### src/rtl/alpha_pixel_fetch.sv
// alpha_pixel_fetch: walks a pixel span, reads src1/src2 bytes, hands them to the blender, writes the result.
// Optional BLEND watchdog enabled by `define ALPHA_FETCH_TIMEOUT_EN (aborts the job and raises job_err).
module alpha_pixel_fetch #(
  parameter int ADDR_W      = 16,
  parameter int CNT_W       = 16,
  parameter int TIMEOUT_CYC = 64
) (
  input  logic              clk,
  input  logic              n_rst,
  input  logic              start,
  input  logic [ADDR_W-1:0] src1_base,
  input  logic [ADDR_W-1:0] src2_base,
  input  logic [ADDR_W-1:0] dst_base,
  input  logic [CNT_W-1:0]  pixel_count,
  output logic [ADDR_W-1:0] mem_addr,
  output logic              mem_ren,
  input  logic [7:0]        mem_rdata,
  output logic              mem_wen,
  output logic [7:0]        mem_wdata,
  output logic              alpha_en,
  output logic              read_done,
  output logic [7:0]        color1,
  output logic [7:0]        color2,
  input  logic [7:0]        alpha_result,
  input  logic              alpha_done,
  output logic              busy,
  output logic              job_done,
  output logic              job_err
);

  typedef enum logic [2:0] {
    S_IDLE, S_RD1, S_RD1W, S_RD2, S_RD2W, S_BLEND, S_WR, S_DONE
  } state_e;

  state_e            state_q, state_d;
  logic [ADDR_W-1:0] src1_q, src1_d, src2_q, src2_d, dst_q, dst_d;
  logic [CNT_W-1:0]  cnt_q, cnt_d, idx_q, idx_d, idx_inc;
  logic [7:0]        color1_q, color1_d, color2_q, color2_d, result_q, result_d;
  logic              read_done_q, read_done_d;
  logic [ADDR_W-1:0] idx_a;

`ifdef ALPHA_FETCH_TIMEOUT_EN
  localparam int TW = $clog2(TIMEOUT_CYC + 1);
  localparam logic [TW-1:0] TMO_LAST = TW'(TIMEOUT_CYC - 1);
  logic [TW-1:0] tmo_q, tmo_d;
  logic          err_q, err_d;
`endif

  assign idx_a = ADDR_W'(idx_q);

  always_comb begin
    state_d     = state_q;
    src1_d      = src1_q;
    src2_d      = src2_q;
    dst_d       = dst_q;
    cnt_d       = cnt_q;
    idx_d       = idx_q;
    idx_inc     = idx_q + 1'b1;
    color1_d    = color1_q;
    color2_d    = color2_q;
    result_d    = result_q;
    read_done_d = 1'b0;
`ifdef ALPHA_FETCH_TIMEOUT_EN
    tmo_d = '0;
    err_d = err_q;
`endif
    case (state_q)
      S_IDLE: begin
        if (start) begin
          src1_d  = src1_base;
          src2_d  = src2_base;
          dst_d   = dst_base;
          cnt_d   = pixel_count;
          idx_d   = '0;
`ifdef ALPHA_FETCH_TIMEOUT_EN
          err_d   = 1'b0;
`endif
          state_d = (pixel_count == '0) ? S_DONE : S_RD1;
        end
      end
      S_RD1:  state_d = S_RD1W;
      S_RD1W: begin
        color1_d = mem_rdata;
        state_d  = S_RD2;
      end
      S_RD2:  state_d = S_RD2W;
      S_RD2W: begin
        color2_d    = mem_rdata;
        read_done_d = 1'b1;
        state_d     = S_BLEND;
      end
      S_BLEND: begin
        if (alpha_done) begin
          result_d = alpha_result;
          state_d  = S_WR;
        end
`ifdef ALPHA_FETCH_TIMEOUT_EN
        else begin
          // Counter is zero on the first BLEND cycle, so TIMEOUT_CYC idle cycles end in DONE.
          tmo_d = tmo_q + 1'b1;
          if (tmo_q == TMO_LAST) begin
            err_d   = 1'b1;
            state_d = S_DONE;
          end
        end
`endif
      end
      S_WR: begin
        idx_d   = idx_inc;
        state_d = (idx_inc == cnt_q) ? S_DONE : S_RD1;
      end
      S_DONE:  state_d = S_IDLE;
      default: state_d = S_IDLE;
    endcase
  end

  // Memory strobes are decoded from state so reset drops them immediately.
  always_comb begin
    mem_ren   = 1'b0;
    mem_wen   = 1'b0;
    mem_addr  = '0;
    mem_wdata = '0;
    case (state_q)
      S_RD1: begin
        mem_ren  = 1'b1;
        mem_addr = src1_q + idx_a;
      end
      S_RD2: begin
        mem_ren  = 1'b1;
        mem_addr = src2_q + idx_a;
      end
      S_WR: begin
        mem_wen   = 1'b1;
        mem_addr  = dst_q + idx_a;
        mem_wdata = result_q;
      end
      default: ;
    endcase
  end

  always_ff @(posedge clk or negedge n_rst) begin
    if (!n_rst) begin
      state_q     <= S_IDLE;
      src1_q      <= '0;
      src2_q      <= '0;
      dst_q       <= '0;
      cnt_q       <= '0;
      idx_q       <= '0;
      color1_q    <= '0;
      color2_q    <= '0;
      result_q    <= '0;
      read_done_q <= 1'b0;
    end else begin
      state_q     <= state_d;
      src1_q      <= src1_d;
      src2_q      <= src2_d;
      dst_q       <= dst_d;
      cnt_q       <= cnt_d;
      idx_q       <= idx_d;
      color1_q    <= color1_d;
      color2_q    <= color2_d;
      result_q    <= result_d;
      read_done_q <= read_done_d;
    end
  end

`ifdef ALPHA_FETCH_TIMEOUT_EN
  always_ff @(posedge clk or negedge n_rst) begin
    if (!n_rst) begin
      tmo_q <= '0;
      err_q <= 1'b0;
    end else begin
      tmo_q <= tmo_d;
      err_q <= err_d;
    end
  end
  assign job_err = err_q;
`else
  assign job_err = 1'b0;
`endif

  assign busy      = (state_q != S_IDLE);
  assign alpha_en  = busy;
  assign job_done  = (state_q == S_DONE);
  assign read_done = read_done_q;
  assign color1    = color1_q;
  assign color2    = color2_q;

endmodule

### config.mk
export PLATFORM = sky130hd
export DESIGN_NAME = alpha_pixel_fetch
export DESIGN_NICKNAME = d
export VERILOG_FILES = /design/src/rtl/alpha_pixel_fetch.sv
export SDC_FILE = /design/constraint.sdc
export NUM_CORES = 1
export LEC_CHECK = 0
export BUFFER_PORTS_ARGS = -buffer_cell sky130_fd_sc_hd__buf_2
export CORE_MARGIN = 2
export CORE_UTILIZATION = 48
export DETAILED_ROUTE_END_ITERATION = 7
export HOLD_SLACK_MARGIN = 0.03
export PLACE_DENSITY_LB_ADDON = 0.1
export SETUP_SLACK_MARGIN = 0.15
export SYNTH_ARGS = -nofsm -noshare
export SYNTH_HDL_FRONTEND = slang
export SYNTH_SLANG_ARGS = --single-unit
### constraint.sdc
create_clock -name clk -period 7.5 [get_ports clk]
set_input_delay 0.75 -clock clk [delete_from_list [all_inputs] [get_ports clk]]
set_output_delay 0.75 -clock clk [all_outputs]
set_load 0.05 [all_outputs]
==> results of run 1 <==
## how the worst min path moves through the flow
| stage | endpoint | start | depth (start not counted) | slack (ps) |
|---|---|---|---|---|
| 2_1_floorplan | cnt_q[0] | n_rst | 0 | 450 |
| 3_3_place_gp | result_q[4] | result_q[4] | 1 | 480 |
| 3_5_place_dp | result_q[1] | result_q[1] | 1 | 490 |
| 4_1_cts | cnt_q[13] | n_rst | 1 | 380 |
| 5_1_grt | cnt_q[0] | n_rst | 1 | 400 |
| 6_report | cnt_q[0] | n_rst | 1 | 370 |
## synthesized netlist by cell type (3+ instances only)
| cell type | instances |
|---|---|
| a21o_1 | 6 |
| a21oi_1 | 17 |
| a22oi_1 | 14 |
| a31oi_1 | 5 |
| and2_1 | 12 |
| and3_1 | 11 |
| buf_2 | 10 |
| buf_4 | 4 |
| clkbuf_1 | 14 |
| dfrtp_1 | 108 |
| ha_1 | 18 |
| inv_1 | 9 |
| mux2_2 | 87 |
| nand2_1 | 51 |
| nand2b_1 | 3 |
| nand3_1 | 8 |
| nand4_1 | 6 |
| nand4b_1 | 4 |
| nor2_1 | 27 |
| nor2b_1 | 7 |
| nor3_1 | 11 |
| nor3b_1 | 6 |
| nor4_1 | 6 |
| o21a_1 | 7 |
| o21ai_0 | 24 |
| o21ai_1 | 4 |
| o22ai_1 | 3 |
| o31ai_1 | 4 |
| o41ai_1 | 3 |
| xnor2_1 | 15 |
| xor2_1 | 13 |
## area by class of cell
type                    instances  area, um^2
fillers                      1089        5040
multi-input cells             414        3170
flip-flops and latches        108        2700
repair buffers                135         693
clock buffers                  10         239
well taps                     168         210
clock inverters                 5        67.6
inverters                      10        37.5
## logic make-up after synthesis
group / after synthesis / share of synthesized area
buffers and inverters: 39 / 0.0288
XOR/XNOR: 29 / 0.0433
flip-flops: 108 / 0.447
multiplexers: 89 / 0.165
other: 1 / 0.000621
AO/OA/AOI/OAI: 102 / 0.115
AND/OR/NAND/NOR: 174 / 0.159
adder cells (fa/ha/maj): 19 / 0.0406
## stage by stage
step           setup slack (ps)  hold WS (ps)  std cells  utilization  power [W]
4_1_cts                    1950           382        850        0.585    0.00330
6_report                   1920           373        850        0.585    0.00327
5_1_grt                    1490           402        850        0.585    0.00350
3_3_place_gp               2520           480        835        0.560    0.00275
3_5_place_dp               2370           488        835        0.560    0.00279
2_1_floorplan              2580           454        561            -    0.00239
## state kept, by name (all words and copies together) (netlist names)
name       count
cnt_q         16
color1         8
color2         8
dst_q         16
idx_a         16
read_done      1
result_q       8
src1_q        16
src2_q        16
state_q        3
## routing by layer
metal | up-vias | routed length, um | global-route usage
li1 | 2263 | - | -
met1 | 2321 | 6660 | 0.301
met2 | 140 | 6740 | 0.370
met3 | 9 | 865 | 0.0649
met4 | 0 | 147 | 0.0571
met5 | - | 0 | 0
## power groups by stage
stage                     Clock [W]  Combinational (W)  Sequential (W)
after global placement            0            0.00173         0.00103
after global routing       0.000530            0.00191         0.00106
after floorplan                   0            0.00126         0.00113
after CTS                  0.000509            0.00176         0.00103
after detailed placement          0            0.00176         0.00104
final                      0.000494            0.00175         0.00102
## worst max-delay path, cell delays in order (launching register included)
cell      delay [ps]
dfrtp_1          570
nand3b_1         160
buf_4            270
inv_2             60
nor2_1           820
nand2_1          140
nand2_1          110
ha_1             160
inv_1             60
fa_1             400
nand3b_1         200
a21o_1           190
a21boi_0         280
o21ai_0          240
a2111o_1         410
nand3_1          110
buf_2            270
==> results.json, run 1 <==
{
  "hold_viol": 0,
  "reg2reg_depth": 4,
  "p_switching_w": 0.00150,
  "synth_top_area_frac": 0.447,
  "worst_pin_slew_ps": 1100,
  "yosysUniqueCellTypes": 68,
  "timing.fmax_ghz": 0.179,
  "cp-startpoint": "state_q[0]",
  "core-area_mm2": 0.0122,
  "antenna_found_initial": 0,
  "power.density_mw_per_mm2": 460,
  "grt_pass1_wl_um": 23700,
  "place_congestion": 0.869,
  "drtAntennaViolNets": 0,
  "syn_inst": 561,
  "cts_sinks": 108,
  "pwr-share-comb": 0.536,
  "gr-total-overflow": 0,
  "clockRootBuffer": "clkbuf_16",
  "p_int_w": 0.00177,
  "insertion_delay_ps": 360,
  "setup-violations-final": 0,
  "drc": 0,
  "slew_headroom": 0.266,
  "vdd_drop_max_mv": 0.309,
  "maxCapViolCount": 0,
  "cts-hold-fix-buffers": 0,
  "diodes": 0,
  "cp.arrival_ps": 4830,
  "finalMaxSlewViolations": 0,
  "io_pins": 131,
  "path_class": "flip-flop to output port",
  "cts_resized": 0,
  "fp-row-count": 40,
  "viasPerCell": 5.57,
  "layout_min_cycle_time_ps": 5580,
  "synth_area_mm2": 0.00604,
  "synth-edff-count": 0,
  "holdCritPathClass": "primary input to async pin",
  "swShare": 0.458,
  "nets": 781,
  "dieArea_mm2": 0.0135,
  "grt_max_degree": 68,
  "routed_wl_um": 14400,
  "critPathMaxFanout": 24,
  "numCtsBuffers": 9,
  "via_count": 4733,
  "setup_tns_ps": 0,
  "initialDrtViolationCount": 229,
  "yosys_most_used_dff": "dfrtp_1",
  "yosysWarnings": 0,
  "rsz0062_at_grt": "false",
  "fp.dieH_um": 116,
  "port_buffers": 129,
  "critPathRequiredTime_ps": 6750,
  "seqPwrFrac": 0.313,
  "placed_cell_area_mm2": 0.00681,
  "dp_hpwl_um": 10700,
  "track_usage": 0.227,
  "fin_skew_ps": 11.4,
  "endpoint": "mem_addr[14]",
  "clk_pin_slew_ps": 70,
  "drive_gt1_frac": 0.374,
  "reg2reg_slack_ps": 4780,
  "reg2reg_from": "state_q[1]",
  "firstDrtPassIters": 4,
  "cts_tree": "done",
  "yosysSeqAreaShare": 0.447,
  "synthArstFlopShare": 1.00,
  "period_share": 0.744,
  "synth.avg_cell_area_um2": 10.8,
  "p_clk_frac": 0.151,
  "die_x_um": 116,
  "h-tree-depth": 3,
  "final_common_cell": "buf_2",
  "syn_to_final_growth_pct": 17.9,
  "synth_top_cell_by_area": "dfrtp_1",
  "leakagePower_nw": 3.36,
  "fin_area_mm2": 0.00712,
  "critPathLaunchType": "flip-flop",
  "synth_seq_cells": 108,
  "status": "complete, no violations",
  "final_cell_mix": "buf_2, dfrtp_1, mux2_2",
  "yosys-top-cells-area": "dfrtp_1, mux2_2, ha_1, nand2_1, xnor2_1",
  "initial_utilization": 0.497,
  "cts_setup_buffers": 0,
  "syn_nets": 664,
  "end_kind": "output port",
  "reg2reg_to": "src2_q[7]",
  "first_global_vias": 4745,
  "wl_per_cell_um": 17.0,
  "clockBufferDepth": 2
}
(Power assumes the default switching activity.)
==> run 2: changes to the inputs <==
- ABC_AREA: unset -> 1
- clock period: 7.5 -> 4.6 ns (I/O delays scaled with it)
==> results.json, run 2 <==
{
  "status": "complete, no violations",
  "core-area_mm2": 0.0121,
  "insertion_delay_ps": 360,
  "cts_tree": "done",
  "synth_top_area_frac": 0.453,
  "initialDrtViolationCount": 247,
  "power.total_w": 0.00605,
  "nets": 927,
  "fp.dieH_um": 116,
  "die_x_um": 116,
  "gr-total-overflow": 0,
  "synth_common_cells": "nand2_1, dfrtp_1, inv_1",
  "timing.fmax_ghz": 0.244,
  "synth.avg_cell_area_um2": 8.58,
  "finalMaxSlewViolations": 0,
  "critPathRequiredTime_ps": 4140,
  "critPathMaxFanout": 24,
  "h-tree-depth": 3,
  "reg2reg_slack_ps": 2030,
  "synth_seq_cells": 108,
  "syn_to_final_growth_pct": 19.5,
  "grt_max_degree": 71,
  "yosysSeqAreaShare": 0.453,
  "hold_viol": 0,
  "yosysUniqueCellTypes": 39,
  "cts_resized": 0,
  "pwr-share-comb": 0.558,
  "slew_headroom": 0.370,
  "path_class": "flip-flop to output port",
  "synth-edff-count": 0,
  "fp-row-count": 40,
  "clockRootBuffer": "clkbuf_16",
  "diodes": 0,
  "dp_hpwl_um": 11700,
  "port_buffers": 129,
  "io_pins": 131,
  "post-route-util": 0.591,
  "vdd_drop_max_mv": 0.549,
  "worst_pin_slew_ps": 942,
  "final_common_cell": "nand2_1",
  "synth_top_cell_by_area": "dfrtp_1",
  "leakagePower_nw": 3.69,
  "drive_gt1_frac": 0.283,
  "drtAntennaViolNets": 0,
  "firstDrtPassIters": 5,
  "antenna_found_initial": 0,
  "seqPwrFrac": 0.297,
  "track_usage": 0.244,
  "grt_pass1_wl_um": 25100,
  "clk_pin_slew_ps": 80,
  "fillers": 1094,
  "first_global_vias": 5169,
  "yosysMostFrequentCell": "nand2_1",
  "end_kind": "output port",
  "p_clk_frac": 0.145,
  "yosys-top-cells-area": "dfrtp_1, nand2_1, mux2_2, nand3_1, inv_1",
  "p_switching_w": 0.00301,
  "setup-violations-final": 0,
  "yosysWarnings": 0,
  "reg2reg_depth": 6,
  "setup_tns_ps": 0,
  "routed_wl_um": 15300,
  "crit_chain": "inv_1 -> nand3_1 -> inv_2 -> nor2_4 -> buf_4 -> a21oi_1 -> inv_1 -> ha_1 -> nand2_1 -> o21ai_0 -> nand3_1 -> nand3_1 -> nand4_1 -> nand3_1 -> xor2_1 -> nor2_1 -> buf_2",
  "holdCritPathClass": "primary input to async pin",
  "numCtsBuffers": 9,
  "dieArea_mm2": 0.0133,
  "cp.arrival_ps": 3640,
  "initial_utilization": 0.495,
  "cts_sinks": 108,
  "synth_area_mm2": 0.00597,
  "cpLargestDelayFamily": "buffers and inverters",
  "syn_inst": 696,
  "yosys_most_used_dff": "dfrtp_1",
  "via_count": 5131,
  "final_cell_mix": "nand2_1, buf_2, dfrtp_1",
  "slowest_delay_ps": 420,
  "worst_path_most_repeated_cell": "nand3_1",
  "reg2reg_to": "idx_a[3]",
  "drc": 0,
  "rsz0062_at_grt": "false",
  "clockBufferDepth": 2,
  "wl_per_cell_um": 15.3,
  "layout_min_cycle_time_ps": 4100,
  "p_int_w": 0.00304,
  "power.density_mw_per_mm2": 848,
  "reg2reg_from": "state_q[2]",
  "critPathLaunchType": "flip-flop",
  "synthArstFlopShare": 1.00,
  "crit_buf_inv": 5,
  "viasPerCell": 5.15,
  "swShare": 0.498,
  "syn_nets": 799,
  "fin_skew_ps": 12.5,
  "crit_slowest_cell": "dfrtp_1",
  "maxCapViolCount": 0,
  "period_share": 0.891,
  "place_congestion": 0.867
}
==> run 2: cell types whose count changed after synthesis, moves of 13 or more <==
cell     previous run  this run
a22oi_1            14         0
nand3_1             8        52
inv_1               9        66
nand2_1            51       165
mux2_2             87        55
a21oi_1            17        30
nor2_1             27        55
==> run 2: through the flow <==
stage                     setup slack (ps)  hold slack [ps]  cells  cell area, um^2
after floorplan                        595              164    696             5970
after global placement                1010              465    977             6770
after detailed placement               864              473    977             6770
after CTS                              451              273    993             7100
after global routing                   184              308    997             7130
final                                  502              228    997             7130
==> run 2: cells by family (layout without fill, tap and decap cells) <==
logic type / Yosys count / after routing / share of synthesized area
and+or+nand+nor: 310 / 310 / 0.227
DFF: 108 / 108 / 0.453
buffers and inverters: 95 / 228 / 0.0627
AOI/OAI and AO/OA: 92 / 92 / 0.0841
muxes: 55 / 55 / 0.104
adders and majority gates: 19 / 19 / 0.0411
xor gates and xnor gates: 16 / 16 / 0.0281
other: 1 / 1 / 0.000628
==> run 2: metal layers <==
layer,up-vias,share of wire,GRT usage
li1,2533,-,-
met1,2444,0.45,0.334
met2,131,0.48,0.392
met3,23,0.049,0.0554
met4,0,0.017,0.0723
met5,-,0,0
==> run 2: worst max-delay path by stage <==
stage / start / endpoint / slack [ps] / cells after the start
after floorplan: state_q[0] / mem_addr[12] / 590 / 18
after global placement: state_q[2] / mem_addr[12] / 1010 / 18
after detailed placement: state_q[0] / mem_addr[12] / 860 / 19
after CTS: state_q[0] / mem_addr[12] / 450 / 19
after global routing: state_q[0] / mem_addr[12] / 180 / 16
final: state_q[0] / mem_addr[15] / 500 / 17
==> run 2: area by class of cell <==
cell class | instances | area, um^2 | share of cell area
multi-input cells | 493 | 2890 | 0.406
flip-flops and latches | 108 | 2700 | 0.379
repair buffers | 137 | 708 | 0.0993
inverters | 75 | 282 | 0.0395
clock buffers | 9 | 225 | 0.0316
well taps | 168 | 210 | 0.0295
clock inverters | 7 | 111 | 0.0156
==> run 2: what timing repair did <==
action,in CTS,in global routing
endpoints found under the hold margin,0,0
buffers inserted,0,4
hold buffers,0,0
setup endpoints to repair,0,1
==> run 2: power by group through the flow <==
stage / logic (W) / clock network (W) / registers (W)
floorplan: 0.00238 / 0 / 0.00193
global placement: 0.00329 / 0 / 0.00179
detailed placement: 0.00335 / 0 / 0.00180
CTS: 0.00336 / 0.000893 / 0.00179
global route: 0.00372 / 0.000935 / 0.00185
finish: 0.00338 / 0.000879 / 0.00180
